$ cat config.mk
export PLATFORM = sky130hd
export DESIGN_NAME = cache_fill_fsm
export DESIGN_NICKNAME = d
export VERILOG_FILES = /design/src/rtl/cache_fill_fsm.sv
export SDC_FILE = /design/constraint.sdc
export NUM_CORES = 1
export LEC_CHECK = 0
export CORE_MARGIN = 10
export CORE_UTILIZATION = 36
export CTS_BUF_LIST = sky130_fd_sc_hd__clkbuf_4
export DETAILED_ROUTE_END_ITERATION = 8
export GPL_TIMING_DRIVEN = 0
export PLACE_DENSITY = 0.95
export SLEW_MARGIN = 20
export SYNTH_ARGS = -nofsm -noshare
export SYNTH_HDL_FRONTEND = slang
export SYNTH_SLANG_ARGS = --single-unit
$ cat constraint.sdc
create_clock -name clk -period 3 [get_ports clk]
set_input_delay 0.6 -clock clk [delete_from_list [all_inputs] [get_ports clk]]
set_output_delay 0.6 -clock clk [all_outputs]
set_load 0.02 [all_outputs]
$ cat src/rtl/cache_fill_fsm.sv
// cache_fill_fsm: cache miss fill controller.
// On a miss, stalls the pipeline, streams one aligned block of BLOCK_WORDS words
// from main memory into the cache data array, then writes the block tag.
// Ports:
//   clk, rst                     clock, synchronous active-high reset
//   miss_detected, miss_address  miss request from the cache lookup
//   memory_data_valid/_data      word returned by memory (in request order)
//   fsm_busy                     pipeline stall (combinational)
//   mem_req, memory_address      one read request per cycle during a fill
//   write_data_array, data_array_addr, data_array_wdata   data array write port
//   write_tag_array, tag_array_addr                       tag array write port
// Optional feature macro CACHE_FILL_PERF_EN adds the saturating counters
// perf_miss_cnt and perf_stall_cnt.
module cache_fill_fsm #(
  parameter int unsigned AWIDTH      = 16,
  parameter int unsigned DWIDTH      = 16,
  parameter int unsigned BLOCK_WORDS = 8
) (
  input  logic              clk,
  input  logic              rst,
  input  logic              miss_detected,
  input  logic [AWIDTH-1:0] miss_address,
  input  logic              memory_data_valid,
  input  logic [DWIDTH-1:0] memory_data,
  output logic              fsm_busy,
  output logic              mem_req,
  output logic [AWIDTH-1:0] memory_address,
  output logic              write_data_array,
  output logic [AWIDTH-1:0] data_array_addr,
  output logic [DWIDTH-1:0] data_array_wdata,
  output logic              write_tag_array,
  output logic [AWIDTH-1:0] tag_array_addr
`ifdef CACHE_FILL_PERF_EN
  ,
  output logic [15:0]       perf_miss_cnt,
  output logic [15:0]       perf_stall_cnt
`endif
);

  localparam int unsigned RECV_W = $clog2(BLOCK_WORDS);
  localparam int unsigned ISS_W  = RECV_W + 1;
  localparam logic [ISS_W-1:0]  ISS_DONE  = ISS_W'(BLOCK_WORDS);
  localparam logic [RECV_W-1:0] RECV_LAST = RECV_W'(BLOCK_WORDS - 1);
  // Clears the byte offset within a block (2 bytes per word).
  localparam logic [AWIDTH-1:0] BASE_MASK = ~AWIDTH'(2 * BLOCK_WORDS - 1);

  typedef enum logic {IDLE, FILL} state_t;

  state_t              r_state, w_state_nxt;
  logic [AWIDTH-1:0]   r_base, w_base_nxt;
  logic [ISS_W-1:0]    r_issue_cnt, w_issue_nxt;
  logic [RECV_W-1:0]   r_recv_cnt, w_recv_nxt;
  logic [AWIDTH-1:0]   w_issue_off, w_recv_off;

  // Word index to byte offset; base is aligned so the add never carries out of the block.
  assign w_issue_off = AWIDTH'(r_issue_cnt) << 1;
  assign w_recv_off  = AWIDTH'(r_recv_cnt) << 1;

  // State and counter registers.
  always_ff @(posedge clk) begin
    if (rst) begin
      r_state     <= IDLE;
      r_base      <= '0;
      r_issue_cnt <= '0;
      r_recv_cnt  <= '0;
    end else begin
      r_state     <= w_state_nxt;
      r_base      <= w_base_nxt;
      r_issue_cnt <= w_issue_nxt;
      r_recv_cnt  <= w_recv_nxt;
    end
  end

  // Next state and outputs. Memory/array outputs depend only on registered
  // state plus the memory return inputs, never on miss_detected.
  always_comb begin
    w_state_nxt      = r_state;
    w_base_nxt       = r_base;
    w_issue_nxt      = r_issue_cnt;
    w_recv_nxt       = r_recv_cnt;
    fsm_busy         = 1'b0;
    mem_req          = 1'b0;
    memory_address   = '0;
    write_data_array = 1'b0;
    data_array_addr  = '0;
    data_array_wdata = '0;
    write_tag_array  = 1'b0;
    tag_array_addr   = '0;
    case (r_state)
      IDLE: begin
        if (miss_detected) begin
          fsm_busy    = 1'b1;
          w_base_nxt  = miss_address & BASE_MASK;
          w_issue_nxt = '0;
          w_recv_nxt  = '0;
          w_state_nxt = FILL;
        end
      end
      FILL: begin
        fsm_busy = 1'b1;
        if (r_issue_cnt < ISS_DONE) begin
          mem_req        = 1'b1;
          memory_address = r_base + w_issue_off;
          w_issue_nxt    = r_issue_cnt + ISS_W'(1);
        end
        if (memory_data_valid) begin
          write_data_array = 1'b1;
          data_array_addr  = r_base + w_recv_off;
          data_array_wdata = memory_data;
          w_recv_nxt       = r_recv_cnt + RECV_W'(1);
          // Last word of the block: tag goes in with it.
          if (r_recv_cnt == RECV_LAST) begin
            write_tag_array = 1'b1;
            tag_array_addr  = r_base;
            w_state_nxt     = IDLE;
          end
        end
      end
      default: w_state_nxt = IDLE;
    endcase
  end

`ifdef CACHE_FILL_PERF_EN
  logic [15:0] r_perf_miss, r_perf_stall;

  // Saturating miss and stall counters.
  always_ff @(posedge clk) begin
    if (rst) begin
      r_perf_miss  <= '0;
      r_perf_stall <= '0;
    end else begin
      if ((r_state == IDLE) && miss_detected && (r_perf_miss != 16'hFFFF))
        r_perf_miss <= r_perf_miss + 16'd1;
      if (fsm_busy && (r_perf_stall != 16'hFFFF))
        r_perf_stall <= r_perf_stall + 16'd1;
    end
  end

  assign perf_miss_cnt  = r_perf_miss;
  assign perf_stall_cnt = r_perf_stall;
`endif

endmodule

Word level (Yosys, flattened, before mapping)
Index checks and enable logic that the tools add are counted.
Widths: inputs -> output; s select.
Word-level totals
  logic and storage cells: 44
  register bits: 20
  bits of input ports: 36
Cells by class
  bitwise gates (word level): 1
  order comparisons: 1
  add/subtract/negate cells: 4
  eq/ne operators: 4
  mux-type cells: 27
  reductions and logical operators: 3
Operators with widths (count)
  $mux 16: 9
  $add 16x4->16: 1
  $add 16x5->16: 1
  $mux 1: 10
  $mux 4: 2
  $pmux 4 s2: 1
  $mux 3: 2
  $pmux 3 s2: 1
  $reduce_and 2->1: 3
  $add 4x1->4 const B: 1
  $lt 4x4->1 const B: 1
  $ne 2x2->1 const B: 2
  $pmux 1 s2: 2
  $add 3x1->3 const B: 1
  $eq 3x3->1 const B: 1
  $ne 2x1->1 const B: 1
  $not 1->1: 1

Depth between registers and ports, before layout
Gate-level depths: netlist of run 1.
  depth after elaboration: 4
  gate-level depth with buffers: 5
  mapped depth without buffers: 4

Least setup slack after synthesis of run 1
No wires, ideal clock.
  kind: register -> output
  start: register r_recv_cnt[0]
  end: output port tag_array_addr[10]
  cell stages (with the launch flop): 6
  data arrival time: 1.248 ns
  required time: 2.400 ns
  setup slack: 1.152 ns
  cell sequence: dfxtp_1 > ha_1 > ha_1 > and3_1 > buf_4 > and2_1
Between the ends
  word-level cells in the longest chain between the ends: 4
RTL lines
  start: declaration: line 52  | logic [RECV_W-1:0] r_recv_cnt, w_recv_nxt;
  start signal: assignment: line 70  | r_recv_cnt <= w_recv_nxt;
  $eq 3x3->1: line 112  | if (r_recv_cnt == RECV_LAST) begin
  $mux 16: line 112
  $mux 16: line 106  | if (memory_data_valid) begin
  $mux 16: line 89  | case (r_state)
  end: declaration: line 32  | output logic [AWIDTH-1:0] tag_array_addr
Every way passes these cells.

Worst setup path after layout of run 1
  start: register r_recv_cnt[0]
  end: output port tag_array_addr[9]
Same word-level chain as after synthesis.

==> metrics, run 1 <==
TritonCTS clock tree=yes; post-route ant nets=0; # IOs=104; Most Crowded Layer GR=met2; hpwl dp=around 4.0 mm; met3 GRT Util=about 6.5%; Fin. Hold Viols=0; Critical Path Sink=tag_array_addr[9]; total CTS buffers=3; worst rel slew slack=66.0%; register area share after synthesis=32.3%; clk sinks=20; initial cell density of the core=37.2%; Pwr Density=302 nW/µm²; LEAKAGE=0.00108 µW; critical path data required time=2.40 ns; DRT iter0 DRCs=between 40 and 50; WL/cell=15.7 µm; r2r setup slk=1.68 ns; Max Slew Vio Count=0; CP Cell Sequence=ha_1 > ha_1 > and3_4 > buf_4 > and2_1 > clkdlybuf4s50_1; Cell Rows=21; Avg Vias per Cell=4.67; First-pass DRT Iterations=4; met1 Use GR=16.1%; routed wire length=4.94 mm; vias in the first global route=between 1000 and 1500; maximum fanout along the worst path=10; Peak Freq=between 300 and 400 MHz; Setup Buffers After CTS=0; Post-Syn Area=1240 µm²; setup_tns=0 ns; total track usage=15.1%; Critical Path Most Common Cell=ha_1; share of layout cells above drive strength 1=under 10%; Max-Cap Viols=0; CTS clock-pin slew for the worst setup and hold paths=0.12 ns; DRC viols=0; clock root cell=clkbuf_4; Yosys reg bits=20; port bufs=92; Crit-path slowest cell=clkdlybuf4s50_1; die height=a little under 80 µm; die area=approximately 6200 µm²; reg2reg end=r_state; initial antenna violation count=0; core area=3340 µm²; crit end category=output pin; clock skew=0.00239 ns; clock buffer depth=2; Synth-to-Final Area Change=85.2%; worst reg2reg path depth=5; CP max stage delay=0.60 ns; ant diodes=0; CP Launch Type=flop; grt ovf=0; commonest non-fill, non-tap cell in the layout=clkdlybuf4s50_1; worst r2r src=r_recv_cnt[0]; Nets=309; chip width=78.7 µm; Slew @ Worst Pin=~0.51 ns; Final Critical Period=roughly 2.7 ns; GR Util met2=27.5%; VDD IR max=roughly 320 µV; via count=1471; Gate Count Post-Synth=around 170; Crit Path Class=flop to output pin; YS warnings=0; Period Utilization, post-route=90.6%; Worst-Skew Late Latency=0.29 ns; routability congestion estimate=0.858; Final Util=68.8%; CP Launch Point=r_recv_cnt[0]; worst min-delay path class=flop to flop; first-pass GRT wire length=7.71 mm; H-tree levels=1; commonest cells after routing, fill and taps aside=clkdlybuf4s50_1, and3_1, nand2_1; WP data arrival=2.12 ns; largest net degree at the start of global routing=13; final setup violating endpoints=0; RSZ-0062 raised after global routing=false; status=finished clean; Avg Inst Size Synth=between 7 and 8 µm²; Unique masters post-synth=20
sequential cells by signal, indices dropped and copies added (netlist names):
signal	flops
r_base	12
r_recv_cnt	3
r_state	1
r_issue_cnt	4
cell type report:
cell class                      count  area (µm²)
Sequential cell                    20         400
Tap cell                           46        57.6
Multi-Input combinational cell    131         743
Inverter                            2        7.51
Timing Repair Buffer               92         922
Clock buffer                        3        22.5
Fill cell                         299        1040
Buffer                             20         113
Clock inverter                      1        30.0
synth_stat cells:
cell type	number	area, µm²
nor3b_2	1	12.5
and3_1	32	200
nand3b_1	1	7.51
nor2b_4	1	13.8
buf_2	3	15.0
dfxtp_1	20	400
clkbuf_1	8	30.0
or2_2	1	6.26
inv_1	2	7.51
xor2_1	1	8.76
nand4_1	1	6.26
nand2_1	29	109
a21oi_1	18	90.1
and2_1	27	169
nor3_1	1	5.00
ha_1	3	37.5
conb_1	1	3.75
nand2b_1	4	25.0
buf_4	9	67.6
nand3_1	5	25.0
stage by stage:
step                std cells  worst slack [ns]  hold WS (ns)  area (µm²)  power [µW]
finish                    315             0.282         0.484        2300         693
global route              315             0.142         0.516        2300         724
CTS                       315            0.0488         0.488        2290         694
detailed placement        311          0.000783         0.471        2240         478
global placement          311            0.0229         0.454        2240         474
floorplan                 173              1.15         0.435        1260         384
worst min path at each step:
stage	startpoint	end	slack (ns)	depth (start not counted)
detailed placement	r_base[11]	r_base[11]	0.47	2
floorplan	r_issue_cnt[3]	r_issue_cnt[3]	0.43	2
CTS	r_base[11]	r_base[11]	0.49	2
global placement	r_issue_cnt[3]	r_issue_cnt[3]	0.45	2
global route	r_base[10]	r_base[10]	0.52	2
finish	r_base[11]	r_base[11]	0.48	2
metal layers:
| layer | routed length, µm | share of wire [%] | vias to the layer above |
|---|---|---|---|
| met3 | 534 | 11 | 2 |
| li1 | - | - | 745 |
| met2 | 2470 | 50 | 64 |
| met5 | 0 | 0 | - |
| met4 | 16 | 0.32 | 0 |
| met1 | 1920 | 39 | 660 |
power by group:
group          switching, µW  internal, µW  total [µW]  leakage (µW)
logic                   90.2          94.0         184      0.000892
registers               10.1           278         288      0.000164
clock network           85.3           135         220     0.0000279
total                    186           507         693       0.00108
logic make-up (layout without fill, tap and decap cells):
| kind of cell | after synthesis | in the layout | synth area share (%) |
|---|---|---|---|
| AOI/OAI and AO/OA | 18 | 18 | 7.27 |
| xor gates and xnor gates | 1 | 1 | 0.706 |
| adders and majority gates | 3 | 3 | 3.03 |
| buffers and inverters | 22 | 118 | 9.69 |
| DFF | 20 | 20 | 32.3 |
| other | 1 | 6 | 0.302 |
| and+or+nand+nor | 103 | 103 | 46.7 |
worst max-delay path, delay by kind of cell, from the launching register on:
kind                       cells  cell delay [ns]
adders and majority gates      2             0.33
buffers and inverters          2             0.77
and+or+nand+nor                2             0.34
DFF                            1             0.39
repair_timing:
item                       4_1_cts  5_1_grt
gates resized for setup          6        3
hold buffers                     0        0
setup endpoints to repair        6       12
No activity file was read; power rests on OpenSTA's default activity.
==> run 2: changes to the inputs <==
- SKIP_CTS_REPAIR_TIMING: not set -> 1
==> run 2 against run 1 <==
Cell count unchanged. Die area stayed put. Wire length increased by 0.24%. Non-clock buffer count did not move. Largest cell class unchanged.
==> metrics, run 2 (synthesized netlist as in run 1, its figures left out) <==
status=finished clean (unchanged); First-pass DRT Iterations=4 (unchanged); Pwr Density=299 nW/µm² (was 302 nW/µm²); Synth-to-Final Area Change=86.4% (was 85.2%); worst rel slew slack=63.7% (was 66.0%); commonest cells after routing, fill and taps aside=clkdlybuf4s50_1, and3_1, nand2_1 (unchanged); clk sinks=20 (unchanged); commonest non-fill, non-tap cell in the layout=clkdlybuf4s50_1 (unchanged); Worst-Skew Late Latency=0.29 ns (about the same); via count=1474 (was 1471); chip width=78.7 µm (unchanged); worst min-delay path class=flop to flop (unchanged); max reg flops=12 (unchanged); Reg with most FFs=r_base (unchanged); setup ws final=0.0512 ns (was 0.282 ns); crit end category=output pin (unchanged); DRT iter0 DRCs=34 (was 43); clock buffer depth=2 (unchanged); clock skew=0.00347 ns (was 0.00239 ns); Hold WS=0.484 ns (about the same); Max Slew Vio Count=0 (unchanged); pre-CTS WS=0.000783 ns (unchanged); Nets=309 (unchanged); critical path data required time=2.40 ns (about the same); post-route ant nets=0 (unchanged); RSZ-0062 raised after global routing=true (was false); VDD IR max=323 µV (about the same); WL/cell=15.7 µm (about the same); DRC viols=0 (unchanged); total track usage=15.1% (about the same); maximum fanout along the worst path=10 (unchanged); clock root cell=clkbuf_4 (unchanged); routed wire length=4.95 mm (was 4.94 mm); CP Launch Type=input pin (was flop); # IOs=104 (unchanged); routability congestion estimate=0.858 (unchanged); hpwl dp=3.96 mm (unchanged); Max-Cap Viols=0 (unchanged); die area=6190 µm² (unchanged); biggest regs=r_base x12, r_issue_cnt x4, r_recv_cnt x3 (unchanged); Slew @ Worst Pin=0.544 ns (was 0.510 ns); total power=692 µW (was 693 µW); ant diodes=0 (unchanged); CTS clock-pin slew for the worst setup and hold paths=0.11 ns (was 0.12 ns); H-tree levels=1 (unchanged); Peak Freq=339 MHz (was 368 MHz); initial cell density of the core=37.2% (unchanged); final setup violating endpoints=0 (unchanged); core area=3340 µm² (unchanged); Crit Path Class=input pin to output pin (was flop to output pin); grt ovf=0 (unchanged); largest net degree at the start of global routing=13 (unchanged); Cell Area, Placed=2240 µm² (unchanged); Final Critical Period=2.95 ns (was 2.72 ns); share of layout cells above drive strength 1=7.43% (unchanged); Fin. Hold Viols=0 (unchanged); LEAKAGE=0.00116 µW (was 0.00108 µW); Design Area, Final=2310 µm² (was 2300 µm²); total CTS buffers=3 (unchanged); port bufs=92 (unchanged); Cell Rows=21 (unchanged); TritonCTS clock tree=yes (unchanged); vias in the first global route=1468 (was 1472); Period Utilization, post-route=98.3% (was 90.6%); WP data arrival=2.35 ns (was 2.12 ns); initial antenna violation count=0 (unchanged); die height=78.7 µm (unchanged); Avg Vias per Cell=4.68 (was 4.67); first-pass GRT wire length=7.70 mm (was 7.71 mm)
==> run 2: cell count changes in the layout (fill, tap and decap cells not counted), sizes merged <==
cell,delta
dlygate4sd2,-5
dlymetal6s2s,+5
==> run 2: worst paths after layout <==
| check | startpoint | endpoint | slack, ns | cells past startpoint |
|---|---|---|---|---|
| setup / recovery | memory_data_valid | data_array_addr[3] | 0.05 | 4 |
| hold / removal | r_base[11] | r_base[11] | 0.48 | 2 |
| setup reg to reg | r_recv_cnt[0] | r_state | 1.62 | 5 |
| hold reg to reg | r_base[11] | r_base[11] | 0.48 | 2 |
==> run 2: metal layers <==
metal | track usage [%] | up-vias | share of wire [%]
met5 | 0 | - | 0
met4 | 2.15 | 0 | 0.32
met3 | 6.49 | 2 | 10
met2 | 27.5 | 69 | 50
met1 | 16.0 | 658 | 39
li1 | - | 745 | -
==> run 2: layout make-up <==
type,count,area (µm²)
fillers,295,1030
repair buffers,92,941
multi-input cells,131,739
flip-flops and latches,20,400
plain buffers,20,113
well taps,46,57.6
clock inverters,1,30.0
clock buffers,3,22.5
inverters,2,7.51
==> run 2: worst max-delay path: stages <==
cell and delay [ns]:
clkdlybuf4s50_1 0.59, clkbuf_1 0.33, and3_1 0.22, clkdlybuf4s50_1 0.61
==> run 2: metrics by stage <==
| step | utilization, % | setup TNS [ns] | instances |
|---|---|---|---|
| after CTS | 68.6 | -0.0483 | 315 |
| after floorplan | - | 0 | 173 |
| after global routing | 69.3 | -0.0255 | 315 |
| final | 69.3 | 0 | 315 |
| after detailed placement | 67.0 | 0 | 311 |
| after global placement | 67.0 | 0 | 311 |
==> run 2: power by group <==
part / internal (µW) / total [µW] / switching, µW
Clock: 135 / 219 / 84.2
Combinational: 94.1 / 184 / 90.3
Sequential: 278 / 288 / 10.2
Total: 507 / 692 / 185
==> run 3: changes to the inputs <==
- SETUP_SLACK_MARGIN: not set -> 0.2
==> run 3 against run 2 <==
Wire length rose by 2.4%. Fmax rose by 4.5%. Critical path type unchanged. Flip-flop and latch count did not move. Critical endpoint unchanged.
==> metrics, run 3 (synthesized netlist as in run 1, its figures left out) <==
status=finished clean (unchanged); clock skew=0.00441 ns (was 0.00347 ns); ant diodes=0 (unchanged); initial antenna violation count=0 (unchanged); worst min-delay path class=flop to flop (unchanged); grt ovf=0 (unchanged); # IOs=104 (unchanged); final setup violating endpoints=0 (unchanged); Critical Path Most Common Cell=clkdlybuf4s50_1 (unchanged); Net Switching=183 µW (was 185 µW); clock root cell=clkbuf_4 (unchanged); part of the power in registers=41.8% (was 41.7%); clk sinks=20 (unchanged); cell family with most CP delay=buffers and inverters (unchanged); initial cell density of the core=37.2% (unchanged); Final Critical Period=2.82 ns (was 2.95 ns); CP max stage delay=0.61 ns (about the same); post-route ant nets=0 (unchanged); Max Slew Vio Count=0 (unchanged); total CTS buffers=3 (unchanged); Avg Vias per Cell=4.66 (was 4.68); Pwr Density=290 nW/µm² (was 299 nW/µm²); CP Launch Type=input pin (unchanged); crit end category=output pin (unchanged); Cell Area, Placed=2240 µm² (unchanged); Nets=309 (unchanged); Net Sw Frac=26.5% (was 26.7%); largest net degree at the start of global routing=13 (unchanged); core area=3340 µm² (unchanged); critical path data required time=2.40 ns (about the same); Crit Path Class=input pin to output pin (unchanged); hpwl dp=3.96 mm (unchanged); LEAKAGE=0.00162 µW (was 0.00116 µW); CTS clock-pin slew for the worst setup and hold paths=0.11 ns (about the same); RSZ-0062 raised after global routing=true (unchanged); total power=689 µW (was 692 µW); Synth-to-Final Area Change=91.9% (was 86.4%); routability congestion estimate=0.858 (unchanged); die area=6190 µm² (unchanged); biggest regs=r_base x12, r_issue_cnt x4, r_recv_cnt x3 (unchanged); worst rel slew slack=66.2% (was 63.7%); Worst-Skew Late Latency=0.29 ns (about the same); total track usage=15.1% (unchanged); DRC viols=0 (unchanged); via count=1469 (was 1474); WL/cell=16.1 µm (was 15.7 µm); Max-Cap Viols=0 (unchanged); VDD IR max=331 µV (was 323 µV); combinational share of power=26.8% (was 26.7%); Worst Path Buf+Inv=3 (unchanged); Crit-path slowest cell=clkdlybuf4s50_1 (unchanged); Internal=507 µW (about the same); max reg flops=12 (unchanged); Fin. Hold Viols=0 (unchanged); Design Area, Final=2380 µm² (was 2310 µm²); commonest non-fill, non-tap cell in the layout=clkdlybuf4s50_1 (unchanged); WP data arrival=2.22 ns (was 2.35 ns); Cell Rows=21 (unchanged); maximum fanout along the worst path=10 (unchanged); DRT iter0 DRCs=35 (was 34); Slew @ Worst Pin=0.507 ns (was 0.544 ns); H-tree levels=1 (unchanged); vias in the first global route=1468 (unchanged); clock buffer depth=2 (unchanged); r2r setup slk=1.63 ns (was 1.62 ns); CP Cell Sequence=clkdlybuf4s50_1 > buf_2 > and3_1 > clkdlybuf4s50_1 (was clkdlybuf4s50_1 > clkbuf_1 > and3_1 > clkdlybuf4s50_1); Peak Freq=354 MHz (was 339 MHz); Reg with most FFs=r_base (unchanged); TritonCTS clock tree=yes (unchanged); routed wire length=5.07 mm (was 4.95 mm); share of layout cells above drive strength 1=8.92% (was 7.43%); port bufs=92 (unchanged); die height=78.7 µm (unchanged); First-pass DRT Iterations=4 (unchanged); commonest cells after routing, fill and taps aside=clkdlybuf4s50_1, dlymetal6s2s_1, and3_1 (was clkdlybuf4s50_1, and3_1, nand2_1); Clock Power Share=31.4% (was 31.7%); chip width=78.7 µm (unchanged); first-pass GRT wire length=7.70 mm (unchanged); Period Utilization, post-route=94.1% (was 98.3%)
run 3: changes by cell type in the layout (fill, tap and decap cells not counted):
cell             before  now
clkbuf_1              8    5
inv_1                 2    1
clkdlybuf4s50_1      84   59
clkbuf_2              0    1
buf_2                 3    4
inv_2                 0    1
dlymetal6s2s_1        8   33
clkbuf_4              3    4
run 3: tightest hold or removal path, delay by kind of cell, from the launching register on:
| kind | cells | cell delay (ns) |
|---|---|---|
| flops | 1 | 0.34 |
| compound gates | 1 | 0.05 |
| simple gates | 1 | 0.06 |
run 3: path summary, 6_finish.rpt:
path / endpoint / start / cells after the start
worst max-delay path: data_array_addr[3] / memory_data_valid / 4
worst max register to register: r_state / r_recv_cnt[0] / 5
worst min register to register: r_base[11] / r_base[11] / 2
worst min-delay path: r_base[11] / r_base[11] / 2
run 3: layout make-up:
cell class                      instances  area, µm²
Timing Repair Buffer                   92       1000
Tap cell                               46       57.6
Sequential cell                        20        400
Inverter                                2       7.51
Multi-Input combinational cell        131        739
Buffer                                 20        119
Fill cell                             277        957
Clock buffer                            3       22.5
Clock inverter                          1       30.0
run 3: metrics by stage:
step | worst slack (ns) | hold WS (ns) | utilization, % | setup TNS, ns | std cells
finish | 0.178 | 0.484 | 71.3 | 0 | 315
global route | 0.128 | 0.516 | 71.3 | 0 | 315
CTS | -0.0129 | 0.488 | 68.6 | -0.0483 | 315
detailed placement | 0.000783 | 0.471 | 67.0 | 0 | 311
global placement | 0.0229 | 0.454 | 67.0 | 0 | 311
floorplan | 1.15 | 0.435 | - | 0 | 173
run 3: layer usage:
metal | part of all wire, % | global-route usage, % | up-vias | wire, µm
met2 | 50 | 27.5 | 60 | 2520
met3 | 9.4 | 6.49 | 2 | 477
met4 | 0.32 | 2.15 | 0 | 16
met5 | 0 | 0 | - | 0
li1 | - | - | 745 | -
met1 | 41 | 16.0 | 662 | 2060
run 3: power groups by stage:
stage          Clock (µW)  Combinational [µW]  Sequential [µW]
3_3_place_gp            0                 181              294
2_1_floorplan           0                92.7              291
3_5_place_dp            0                 184              294
4_1_cts               221                 185              288
6_report              217                 185              288
5_1_grt               232                 200              291
